--- src/rtl/fpnew_aux_sink.sv ---
// Tail of the FPNew aux chain: buffers tag/aux plus lane result/status in a small
// FIFO so consumer stalls never reach the lane chain combinationally.
module fpnew_aux_sink #(
    parameter int unsigned Depth     = 2,
    parameter type         TagType   = logic,
    parameter type         AuxType   = logic,
    parameter int unsigned DataWidth = 64
) (
    input  logic                 clk_i,
    input  logic                 rst_i,
    input  TagType               tag_i,
    input  AuxType               aux_i,
    input  logic [DataWidth-1:0] result_i,
    input  logic [4:0]           status_i,
    input  logic                 in_valid_i,
    output logic                 in_ready_o,
    input  logic                 flush_i,
    output TagType               tag_o,
    output AuxType               aux_o,
    output logic [DataWidth-1:0] result_o,
    output logic [4:0]           status_o,
    output logic                 out_valid_o,
    input  logic                 out_ready_i,
    output logic                 busy_o
);

    localparam int unsigned     CntW     = $clog2(Depth + 1);
    localparam int unsigned     PtrW     = (Depth > 1) ? $clog2(Depth) : 1;
    localparam logic [CntW-1:0] DepthCnt = CntW'(Depth);
    localparam logic [PtrW-1:0] LastPtr  = PtrW'(Depth - 1);

    TagType               tag_mem_r    [Depth];
    AuxType               aux_mem_r    [Depth];
    logic [DataWidth-1:0] result_mem_r [Depth];
    logic [4:0]           status_mem_r [Depth];

    logic [PtrW-1:0] wr_ptr_r;
    logic [PtrW-1:0] rd_ptr_r;
    logic [CntW-1:0] count_r;

    logic full_s;
    logic empty_s;
    logic push_s;
    logic pop_s;

    // Pointers wrap explicitly so non-power-of-2 depths work.
    function automatic logic [PtrW-1:0] ptr_inc(input logic [PtrW-1:0] ptr);
        logic [PtrW-1:0] nxt;
        if (ptr == LastPtr) begin
            nxt = {PtrW{1'b0}};
        end else begin
            nxt = ptr + PtrW'(1'b1);
        end
        return nxt;
    endfunction

    // Occupancy flags derive from the count register only; ready never sees out_ready_i.
    always_comb begin
        full_s  = (count_r == DepthCnt);
        empty_s = (count_r == {CntW{1'b0}});
        push_s  = in_valid_i & ~full_s;
        pop_s   = ~empty_s & out_ready_i;
    end

    // Head entry and occupancy status presented to both neighbours.
    always_comb begin
        in_ready_o  = ~full_s;
        out_valid_o = ~empty_s;
        busy_o      = ~empty_s;
        tag_o       = tag_mem_r[rd_ptr_r];
        aux_o       = aux_mem_r[rd_ptr_r];
        result_o    = result_mem_r[rd_ptr_r];
        status_o    = status_mem_r[rd_ptr_r];
    end

    // FIFO state: reset beats flush, and flush discards a same-cycle push and pop.
    always_ff @(posedge clk_i) begin
        if (rst_i) begin
            wr_ptr_r <= {PtrW{1'b0}};
            rd_ptr_r <= {PtrW{1'b0}};
            count_r  <= {CntW{1'b0}};
            for (int unsigned i = 0; i < Depth; i++) begin
                tag_mem_r[i]    <= '0;
                aux_mem_r[i]    <= '0;
                result_mem_r[i] <= {DataWidth{1'b0}};
                status_mem_r[i] <= 5'b00000;
            end
        end else if (flush_i) begin
            wr_ptr_r <= {PtrW{1'b0}};
            rd_ptr_r <= {PtrW{1'b0}};
            count_r  <= {CntW{1'b0}};
        end else begin
            if (push_s) begin
                tag_mem_r[wr_ptr_r]    <= tag_i;
                aux_mem_r[wr_ptr_r]    <= aux_i;
                result_mem_r[wr_ptr_r] <= result_i;
                status_mem_r[wr_ptr_r] <= status_i;
                wr_ptr_r               <= ptr_inc(wr_ptr_r);
            end
            if (pop_s) begin
                rd_ptr_r <= ptr_inc(rd_ptr_r);
            end
            case ({push_s, pop_s})
                2'b10:   count_r <= count_r + CntW'(1'b1);
                2'b01:   count_r <= count_r - CntW'(1'b1);
                default: count_r <= count_r;
            endcase
        end
    end

endmodule

--- config.mk ---
export PLATFORM = sky130hd
export DESIGN_NAME = fpnew_aux_sink
export DESIGN_NICKNAME = d
export VERILOG_FILES = /design/src/rtl/fpnew_aux_sink.sv
export SDC_FILE = /design/constraint.sdc
export NUM_CORES = 1
export LEC_CHECK = 0
export CAP_MARGIN = 20
export CELL_PAD_IN_SITES_DETAIL_PLACEMENT = 0
export CELL_PAD_IN_SITES_GLOBAL_PLACEMENT = 1
export CORE_MARGIN = 2
export CORE_UTILIZATION = 44
export CTS_CLUSTER_DIAMETER = 60
export DETAILED_ROUTE_END_ITERATION = 6
export PLACE_DENSITY = 0.86
export SLEW_MARGIN = 0
export SYNTH_ARGS = -nofsm -noshare
export SYNTH_HDL_FRONTEND = slang
export SYNTH_SLANG_ARGS = --single-unit
export TNS_END_PERCENT = 50
--- constraint.sdc ---
create_clock -name clk_i -period 5.7 [get_ports clk_i]
set_input_delay 1.14 -clock clk_i [delete_from_list [all_inputs] [get_ports clk_i]]
set_output_delay 1.14 -clock clk_i [all_outputs]
set_load 0.02 [all_outputs]
---- Word-level counts from Yosys, hierarchy flattened ----
Memory sizes are Yosys's and may differ from the RTL's. A register that Yosys moved wholly into a read port is not among the register bits.
Index checks and enable logic that the tools add are counted.
word-level totals
  input bits .............................. 76
  register bits ........................... 4
  output and inout bits ................... 74
  memories ................................ 4
  logic and storage cells ................. 54
  bits in writable memories ............... 142
memories
  name          depth  width  rd ports  clocked after memory_dff  write ports  line  text
  result_mem_r  2      64     1         1                         2            34    logic [DataWidth-1:0] result_mem_r [Depth];
  status_mem_r  2      5      1         1                         2            35    logic [4:0] status_mem_r [Depth];
  aux_mem_r     2      1      1         1                         2            33    AuxType aux_mem_r [Depth];
  tag_mem_r     2      1      1         1                         2            32    TagType tag_mem_r [Depth];
cells by class
  eq/ne operators ......................... 3
  bitwise logic cells ..................... 4
  reductions and logical operators ........ 7
  muxes and demuxes ....................... 29
  add/subtract/negate cells ............... 4
operator list
  cell                 number
  $mux 64              1
  $reduce_or 64->1     1
  $mux 1               26
  $mux 5               1
  $reduce_or 5->1      1
  $eq 2x2->1 const B   2
  $pmux 2 s2           1
  $add 1x1->1 const B  2
  $add 2x1->2 const B  1
  $and 1x1->1          2
  $eq 2x1->1 const B   1
  $logic_not 2->1      1
  $not 1->1            2
  $reduce_bool 2->1    1
  $reduce_or 1->1      2
  $reduce_or 2->1      1
  $sub 2x1->2 const B  1

---- Longest topological paths before layout ----
Gate-level depths: netlist of the first run.
  depth after elaboration ................. 9
  depth in mapped cells ................... 7
  depth with buffers taken out ............ 7

---- Least setup slack after synthesis of the first run ----
OpenSTA, ideal clock, no wires.
  path type ............................... in2reg
  start point ............................. input port flush_i
  end point ............................... memory aux_mem_r[0] (netlist name) (enable)
  path slack .............................. 2528 ps
  data arrival time ....................... 2773 ps
  setup time .............................. 398 ps
  required time ........................... 5302 ps
  stages on the path ...................... 4
  path buffers ............................ 1
  cell sequence ........................... or2_0 > buf_2 > nor4_4 > or2_2
RTL lines
  what             line  text
  start, declared  17    input logic flush_i,
  end, declared    33

==> key figures, run 1 <==
Timing
  – Layout Skew: slightly above 0.006 ns
  – Fmax: 0.282 GHz
  – Setup-failing EPs final: 0
  – Fin Setup TNS: 0 ns
  – Max-slew violation count: 0
  – Actual slew at the worst max-slew pin: 1.04 ns
  – Period Utilization, post-route: 62.3%
  – RSZ-0062 raised after global routing: false
  – Min Tclk post-route: ~3.6 ns
  – Rel. slew slack: a little under a third
  – Final Hold Viols: 0

Cells and area
  – Register area: 4370 sq um
  – Multi-input gate area: 1860 sq um
  – Area Overhead vs Synth: 34.8%
  – Post-route cell area: ~8600 sq um
  – ANT cells: 0
  – # nets final: 632
  – Share of post-route cells with drive strength above 1: between 10% and 20%
  – Fillers: 1088

GRT
  – Congestion Overflow GR: 0
  – Initial antenna violation count: 1
  – Pin count of the biggest net entering global routing: 72
  – First-pass GRT wire length: 18300 um
  – Gr usage total: 16.3%
  – Vias in the first global route: 3796

CTS
  – Worst-Skew Late Latency: 0.41 ns
  – Max clock buf depth: 2
  – CTS Hold Buffers Added: 0
  – Post-CTS resize count: 0
  – CTS tree: yes
  – Setup Buffers After CTS: 0
  – Root Buffer: clkbuf_16
  – Reg clk slew, reported paths: 0.06 ns
  – CTS Buf Count: 17
  – CTS sink cnt: 147
  – H-tree depth: 4

Synthesis
  – Yosys top cell by area: edfxtp_1
  – Post-Syn Area: 6350 sq um
  – Top cells by area, synth: edfxtp_1 (67%), and2_1 (14%), mux2_2 (13%), dfxtp_1 (1.6%), clkbuf_2 (1.1%)
  – Synth warnings: 0
  – Yosys top cell area share: 67.1%
  – Register area share after synthesis: 68.7%
  – Cells after Synth: 409
  – Number of distinct library cells after synthesis: 22
  – Yosys reg bits: 147
  – Post-Syn Nets: 486
  – Avg Cell Area, Syn: about 16 sq um

Power
  – VDD IR max: ~0.00019 V
  – Pwr Total: 2.64 mW
  – PD cells: roughly 310 nW/um^2
  – LEAKAGE: between 3 and 4 nW

Floorplan
  – Core area: 14000 sq um
  – Die area: between 15000 and 20000 sq um
  – Initial core utilization: 45.4%
  – Die Y: 124 um
  – Ports: 150
  – # rows: 43
  – Die Width: 124 um

Status
  – Status: finished clean

Placement
  – Final HPWL DP: 7380 um
  – Final GP Congestion: 0.711
  – PortBufs: 149
  – Placed cell areas: 7970 sq um

Route
  – Total Routed Length: 12200 um
  – First drt pass iteration count: 4
  – Initial DRC count: around 270
  – Antenna Violating Nets Remaining: 0
  – Avg WL per Cell: 16.3 um
  – DRC errors left: 0
  – Via/cell ratio: 4.83
  – Vias: ~3600

Setup path
  – Crit Path Class: flip-flop to output port
  – Worst Path Arrival: 2.41 ns
  – Kind of start point of the critical path: flip-flop
  – Critical Path Fanout Max: 71
  – Required @ worst endpoint: 4.56 ns
  – Critical Path End Type: output port

Min path
  – Hold Path Class: flip-flop to flip-flop

Flow run
  – Max_cap viols: 0
## cell usage after synthesis
cell	n
and2_1	142
edfxtp_1	142
mux2_2	71
clkbuf_2	14
buf_2	8
dfxtp_1	5
inv_1	3
nor2_1	3
or2_2	3
a21oi_1	2
nor4_4	2
o21ai_0	2
or3_1	2
xnor2_1	2
buf_4	1
clkbuf_1	1
ha_1	1
nand2_1	1
nor2b_2	1
o21a_1	1
or2_0	1
xor2_1	1
## flip-flops by register name, summed over array words and instances, names as in the netlist, named ones only
name and cells:
aux_mem_r 2, count_r 2, rd_ptr_r 1, result_mem_r 128, status_mem_r 10, tag_mem_r 2, wr_ptr_r 1
## report_power, final
group | switching, mW | leakage (nW) | internal (mW) | total (mW)
sequential | 0.0176 | 1.52 | 1.24 | 1.26
combinational | 0.128 | 1.36 | 0.148 | 0.275
clock | 0.416 | 0.279 | 0.687 | 1.10
## worst paths after layout
path / from / slack [ns] / cells after the start / to
hold reg to reg: count_r[1] / 0.52 / 2 / count_r[1]
hold / removal: count_r[1] / 0.52 / 2 / count_r[1]
setup / recovery: flip-flop / 2.15 / 2 / result_o[19]
setup reg to reg: wr_ptr_r / 3.61 / 3 / result_mem_r[1][40]
## critical path, cell delays in order (launching register included)
cell	delay [ns]
dfxtp_4	0.96
mux2_2	0.43
clkdlybuf4s50_1	0.55
## final cells by class
cell class / instances / share of cell area [%]
multi-input combinational: 235 / 21.7
timing repair buffer: 151 / 17.6
inverter: 3 / 0.131
clock inverter: 13 / 1.88
tap: 180 / 2.63
clock buffer: 19 / 5.05
sequential: 147 / 51.0
## layout by cell type, fill, tap and decap left out, drive strengths merged
cell / count
clkdlybuf4s50: 149
and2: 142
edfxtp: 142
mux2: 71
clkbuf: 19
clkinv: 6
dfxtp: 5
clkinvlp: 4
or2: 4
inv: 3
nor2: 3
bufinv: 3
nor4: 2
xnor2: 2
o21ai: 2
or3: 2
a21oi: 2
buf: 2
o21a: 1
nor2b: 1
nand2: 1
xor2: 1
ha: 1
## through the flow
| stage | util (%) | setup WS [ns] | std cells | hold WS (ns) |
|---|---|---|---|---|
| 3_3_place_gp | 57.0 | 2.23 | 716 | 0.495 |
| 2_1_floorplan | - | 2.53 | 409 | 0.475 |
| 4_1_cts | 61.3 | 2.11 | 748 | 0.530 |
| 5_1_grt | 61.3 | 2.02 | 748 | 0.566 |
| 3_5_place_dp | 57.0 | 2.18 | 716 | 0.519 |
| 6_report | 61.3 | 2.15 | 748 | 0.523 |
## per-layer routing
layer | vias up | part of all wire, % | track usage (%)
li1 | 1739 | - | -
met1 | 1743 | 42 | 19.2
met5 | - | 0.11 | 0
met2 | 112 | 52 | 28.4
met4 | 2 | 1.4 | 5.97
met3 | 14 | 5.0 | 4.49
## kinds of logic (layout without fill, tap and decap cells)
kind of cell,Yosys count,count (layout),synth area share (%)
flops,147,147,68.7
xor+xnor,3,3,0.414
mux,71,71,12.6
fa+ha+maj,1,1,0.197
buf+inv,27,186,2.09
compound gates,5,5,0.433
simple gates,155,155,15.6
(Power assumes the default switching activity.)
==> run 2: changes to the inputs <==
- CORE_UTILIZATION: 44 -> 37
- PLACE_DENSITY: 0.86 -> 0.77
- clock period: 5.7 -> 2.9 ns (I/O delays scaled with it)
==> run 2 against run 1 <==
Critical endpoint unchanged. Critical path depth rose by 1. Power grew 95%. Largest cell class unchanged. Design area rose by 1.5%. Global-route usage fell by 2.0 points. Combinational power grew 110%.
==> key figures, run 2 (synthesis results as in run 1) <==
Status
  – Status: finished clean

Route
  – Avg WL per Cell: 15.6 um (-4.1%)
  – DRC errors left: 0 (unchanged)
  – First drt pass iteration count: 4 (unchanged)
  – Antenna Violating Nets Remaining: 0 (unchanged)
  – Via/cell ratio: 4.61 (-4.5%)
  – Vias: 3656 (+1.3%)
  – Total Routed Length: 12400 um (+1.6%)
  – Initial DRC count: 172 (-35%)

Cells and area
  – Share of post-route cells with drive strength above 1: 19.2% (-0.17 points)
  – Biggest register: result_mem_r
  – Area Overhead vs Synth: 36.9%
  – Most common cell after layout, fill and taps aside: clkdlybuf4s50_1
  – # nets final: 637 (+0.79%)
  – ANT cells: 0 (unchanged)
  – Most frequent cells in the layout: clkdlybuf4s50_1 (149), and2_1 (142), edfxtp_1 (142)
  – Largest register FFs: 128 (unchanged)
  – Multi-input gate area: 1860 sq um (unchanged)
  – Fillers: 1393 (+28%)
  – Largest regs: result_mem_r (128), status_mem_r (10)
  – Register area: 4370 sq um (unchanged)

Power
  – PD cells: 592 nW/um^2 (+92%)
  – LEAKAGE: 3.21 nW (+1.5%)
  – VDD IR max: 0.000359 V (+91%)

GRT
  – First-pass GRT wire length: 19800 um (+8.3%)
  – Initial antenna violation count: 0 (-1)
  – Congestion Overflow GR: 0 (unchanged)
  – Gr usage total: 14.3% (-2.0 points)
  – Vias in the first global route: 3959 (+4.3%)
  – Pin count of the biggest net entering global routing: 72 (unchanged)

Setup path
  – Crit Path Class: flip-flop to output port
  – Critical Path Fanout Max: 35 (-51%)
  – Critical path, cell by cell: buf_4 > mux2_2 > clkdlybuf4s50_1
  – Kind of start point of the critical path: flip-flop
  – Worst Path Arrival: 2.14 ns (-0.27 ns)
  – Critical Path End Type: output port
  – CP peak stage delay: 0.54 ns (-0.42 ns)
  – Slowest-stage cell, CP: clkdlybuf4s50_1
  – Required @ worst endpoint: 2.32 ns (-2.24 ns)

CTS
  – Worst-Skew Late Latency: 0.41 ns (about the same)
  – Max clock buf depth: 2 (unchanged)
  – H-tree depth: 4 (unchanged)
  – CTS Hold Buffers Added: 0 (unchanged)
  – Reg clk slew, reported paths: 0.06 ns (about the same)
  – Root Buffer: clkbuf_16
  – CTS tree: yes
  – CTS Buf Count: 17 (unchanged)
  – Setup Buffers After CTS: 0 (unchanged)
  – CTS sink cnt: 147 (unchanged)
  – Post-CTS resize count: 0 (unchanged)

Timing
  – Layout Skew: 0.00452 ns (-0.00171 ns)
  – Min Tclk post-route: roughly 2.7 ns
  – Setup-failing EPs final: 0 (unchanged)
  – Rel. slew slack: 55.7% (+25 points)
  – Max-slew violation count: 0 (unchanged)
  – RSZ-0062 raised after global routing: false
  – Fin Setup TNS: 0 ns (unchanged)
  – Final Hold Viols: 0 (unchanged)
  – Fmax: 0.367 GHz
  – WHS: 0.510 ns (-0.0127 ns)
  – Actual slew at the worst max-slew pin: 0.664 ns (-0.374 ns)
  – Period Utilization, post-route: 93.9%

Floorplan
  – Initial core utilization: 38.1% (-7.4 points)
  – Die area: 18200 sq um (+18%)
  – Die Y: 135 um (+8.8%)
  – Die Width: 135 um (+8.8%)
  – # rows: 47 (+9.3%)
  – Ports: 150 (unchanged)
  – Core area: 16700 sq um (+19%)

Flow run
  – Max_cap viols: 0 (unchanged)

Placement
  – Final HPWL DP: 7600 um (+3.0%)
  – PortBufs: 149 (unchanged)
  – Final GP Congestion: 0.699 (-1.6%)

Min path
  – Hold Path Class: flip-flop to flip-flop
run 2: cell type report:
cell class / count / share of cell area [%]
sequential: 147 / 50.2
tap: 220 / 3.16
clock inverter: 13 / 1.63
multi-input combinational: 235 / 21.4
clock buffer: 19 / 4.98
inverter: 3 / 0.129
timing repair buffer: 156 / 18.5
run 2: per-layer routing:
| metal | wire length, um | global-route usage (%) | share of wire, % |
|---|---|---|---|
| met5 | 0 | 0 | 0 |
| met4 | 157 | 4.98 | 1.3 |
| met3 | 712 | 3.83 | 5.7 |
| met2 | 6130 | 24.8 | 49 |
| met1 | 5410 | 17.2 | 44 |
run 2: critical path, delay by kind of cell (launching register included):
kind	cells	cell delay [ns]
DFF	1	0.36
muxes	1	0.41
buffers and inverters	2	0.95
run 2: metrics by stage:
step                area (sq um)  instances  power [mW]  utilization, %  worst slack [ns]
floorplan                   6350        409        2.76               -             0.288
global placement            8120        761        3.07            48.6             0.337
detailed placement          8120        761        3.08            48.6             0.248
CTS                         8700        793        5.21            52.1             0.128
global route                8700        793        5.33            52.1            0.0711
finish                      8700        793        5.15            52.1             0.178
run 2: final timing paths:
| kind | start | to | slack [ns] | depth (start not counted) |
|---|---|---|---|---|
| worst max-delay path | flip-flop | result_o[19] | 0.18 | 3 |
| worst min-delay path | count_r[1] | count_r[1] | 0.51 | 2 |
| worst max register to register | wr_ptr_r | result_mem_r[1][1] | 1.10 | 4 |
| worst min register to register | count_r[1] | count_r[1] | 0.51 | 2 |
run 2: where the power goes:
group / total [mW] / internal (mW) / switching (mW)
clock: 2.12 / 1.33 / 0.786
combinational: 0.564 / 0.303 / 0.261
sequential: 2.46 / 2.44 / 0.0259
==> run 3: changes to the inputs <==
- CORE_ASPECT_RATIO: default -> 1.25
==> run 3 against run 2 <==
Combinational power increased by 1%. Clock-buffer cell count decreased by 2. Register-to-register slack improved by 0.08 ns. Sequential power about the same. Non-clock buffer count increased by 2. Setup slack got worse by 0.037 ns. Via count decreased by 0.41%. Sequential cell count unchanged. Fmax decreased by 1.3%. Clock skew increased by 0.0029 ns. Largest cell class unchanged. Highest routed layer unchanged.
==> key figures, run 3 (synthesis results as in run 1) <==
Status
  – Status: finished clean

GRT
  – Gr usage total: 14.4% (+0.070 points)
  – Pin count of the biggest net entering global routing: 72 (unchanged)
  – First-pass GRT wire length: 19500 um (-1.7%)
  – Congestion Overflow GR: 0 (unchanged)
  – Initial antenna violation count: 0 (unchanged)
  – Vias in the first global route: 3803 (-3.9%)

CTS
  – CTS Hold Buffers Added: 0 (unchanged)
  – Reg clk slew, reported paths: 0.06 ns (about the same)
  – CTS sink cnt: 147 (unchanged)
  – Worst-Skew Late Latency: 0.41 ns (about the same)
  – Post-CTS resize count: 0 (unchanged)
  – Root Buffer: clkbuf_16
  – CTS tree: yes
  – Setup Buffers After CTS: 0 (unchanged)
  – Max clock buf depth: 2 (unchanged)
  – CTS Buf Count: 17 (unchanged)
  – H-tree depth: 4 (unchanged)

Power
  – Int Pwr: 4.10 mW (+0.72%)
  – PD cells: 599 nW/um^2 (+1.2%)
  – Pwr Total: 5.25 mW (+2.1%)
  – Reg power frac: 46.9% (-0.9 points)
  – LEAKAGE: 3.23 nW (+0.85%)
  – Clk pwr share: 42.3% (+1.1 points)
  – VDD IR max: 0.000314 V (-13%)
  – Net Sw Power: 1.15 mW (+7.2%)
  – Gate power share: 10.8% (-0.2 points)
  – Switching Share: 21.9% (+1.0 points)

Timing
  – Fmax: 0.363 GHz (-1.3%)
  – Setup-failing EPs final: 0 (unchanged)
  – Fin Setup TNS: 0 ns (unchanged)
  – Max-slew violation count: 0 (unchanged)
  – RSZ-0062 raised after global routing: false
  – Actual slew at the worst max-slew pin: 0.599 ns (-0.0656 ns)
  – Final Hold Viols: 0 (unchanged)
  – Period Utilization, post-route: 95.1% (+1.3 points)
  – WHS: 0.529 ns (+0.0187 ns)
  – Rel. slew slack: 60.1% (+4.4 points)
  – Min Tclk post-route: 2.76 ns (+0.0366 ns)
  – Layout Skew: 0.00745 ns (+0.00294 ns)

Setup path
  – Critical path, cell by cell: buf_12 > mux2_2 > clkdlybuf4s50_1
  – Slowest-stage cell, CP: dfxtp_4
  – Kind of start point of the critical path: flip-flop
  – CP peak stage delay: 0.55 ns (about the same)
  – Worst Path Arrival: 2.18 ns (+0.04 ns)
  – Depth of the most critical reg-to-reg path: 6 (+2)
  – Critical Path End Type: output port
  – Required @ worst endpoint: 2.32 ns (about the same)
  – Critical Path Fanout Max: 32 (-8.6%)
  – Crit Path Class: flip-flop to output port

Floorplan
  – Die Width: 121 um (-10%)
  – # rows: 53 (+13%)
  – Die area: 18200 sq um (about the same)
  – Ports: 150 (unchanged)
  – Core area: 16800 sq um (+0.85%)
  – Die Y: 151 um (+11%)
  – Initial core utilization: 37.7% (-0.32 points)

Cells and area
  – Most common cell after layout, fill and taps aside: clkdlybuf4s50_1
  – Multi-input gate area: 1860 sq um (unchanged)
  – Share of post-route cells with drive strength above 1: 20.5% (+1.3 points)
  – Largest register FFs: 128 (unchanged)
  – Most frequent cells in the layout: clkdlybuf4s50_1 (149), and2_1 (142), edfxtp_1 (142)
  – # nets final: 639 (+0.31%)
  – Register area: 4370 sq um (unchanged)
  – ANT cells: 0 (unchanged)
  – Largest regs: result_mem_r (128), status_mem_r (10)
  – Biggest register: result_mem_r
  – Fillers: 1443 (+3.6%)
  – Area Overhead vs Synth: 38.0%

Placement
  – Final GP Congestion: 0.716 (+2.4%)
  – Final HPWL DP: 8540 um (+12%)
  – PortBufs: 149 (unchanged)

Flow run
  – Max_cap viols: 0 (unchanged)

Route
  – Antenna Violating Nets Remaining: 0 (unchanged)
  – Via/cell ratio: 4.58 (-0.66%)
  – Total Routed Length: 12900 um (+3.9%)
  – Initial DRC count: 137 (-20%)
  – First drt pass iteration count: 5 (+1)
  – Vias: 3641 (-0.41%)
  – Avg WL per Cell: 16.2 um (+3.7%)
  – DRC errors left: 0 (unchanged)

Min path
  – Hold Path Class: flip-flop to flip-flop
  – Hold Path Depth: 2 (unchanged)
==> run 3: cell types whose count changed in the layout (fill, tap and decap cells not counted) <==
cell,previous run,this run
clkinv_2,3,2
clkinv_4,2,3
inv_6,0,4
buf_12,5,7
clkbuf_1,2,0
clkinv_1,5,1
clkinvlp_4,0,2
==> run 3: final timing paths <==
kind	slack [ns]	startpoint	to
hold reg to reg	0.53	count_r[1]	count_r[1]
setup reg to reg	1.18	count_r[1]	count_r[1]
setup / recovery	0.14	flip-flop	result_o[31]
hold / removal	0.53	count_r[1]	count_r[1]
==> run 3: critical path, delay by kind of cell, from the launching register on <==
kind     cells  cell delay [ns]
buf+inv      2             0.80
flops        1             0.55
mux          1             0.39
==> run 3: metrics by stage <==
stage	std cells	util [%]	cell area, sq um	setup slack, ns
6_report	795	52.1	8770	0.142
5_1_grt	795	52.1	8770	0.0534
4_1_cts	795	52.1	8770	0.0899
3_5_place_dp	763	48.5	8160	0.363
3_3_place_gp	763	48.5	8160	0.385
2_1_floorplan	409	-	6350	0.288
==> run 3: power groups by stage <==
stage / logic (mW) / clock network [mW] / registers [mW]
final: 0.570 / 2.22 / 2.46
after global routing: 0.605 / 2.35 / 2.47
after CTS: 0.581 / 2.27 / 2.46
after floorplan: 0.265 / 0 / 2.50
after detailed placement: 0.578 / 0 / 2.51
after global placement: 0.573 / 0 / 2.50
==> run 3: metal layers <==
metal	global-route usage [%]	vias to the layer above	wire length, um
li1	-	1761	-
met1	15.4	1779	4760
met2	27.2	87	7410
met3	3.14	14	520
met4	5.52	0	192
met5	0	-	0
==> run 3: layout make-up <==
cell class | instances | share of cell area (%)
Sequential cell | 147 | 49.8
Multi-Input combinational cell | 235 | 21.2
Timing Repair Buffer | 158 | 18.8
Tap cell | 220 | 3.14
Inverter | 3 | 0.128
Clock buffer | 17 | 4.85
Clock inverter | 15 | 2.05
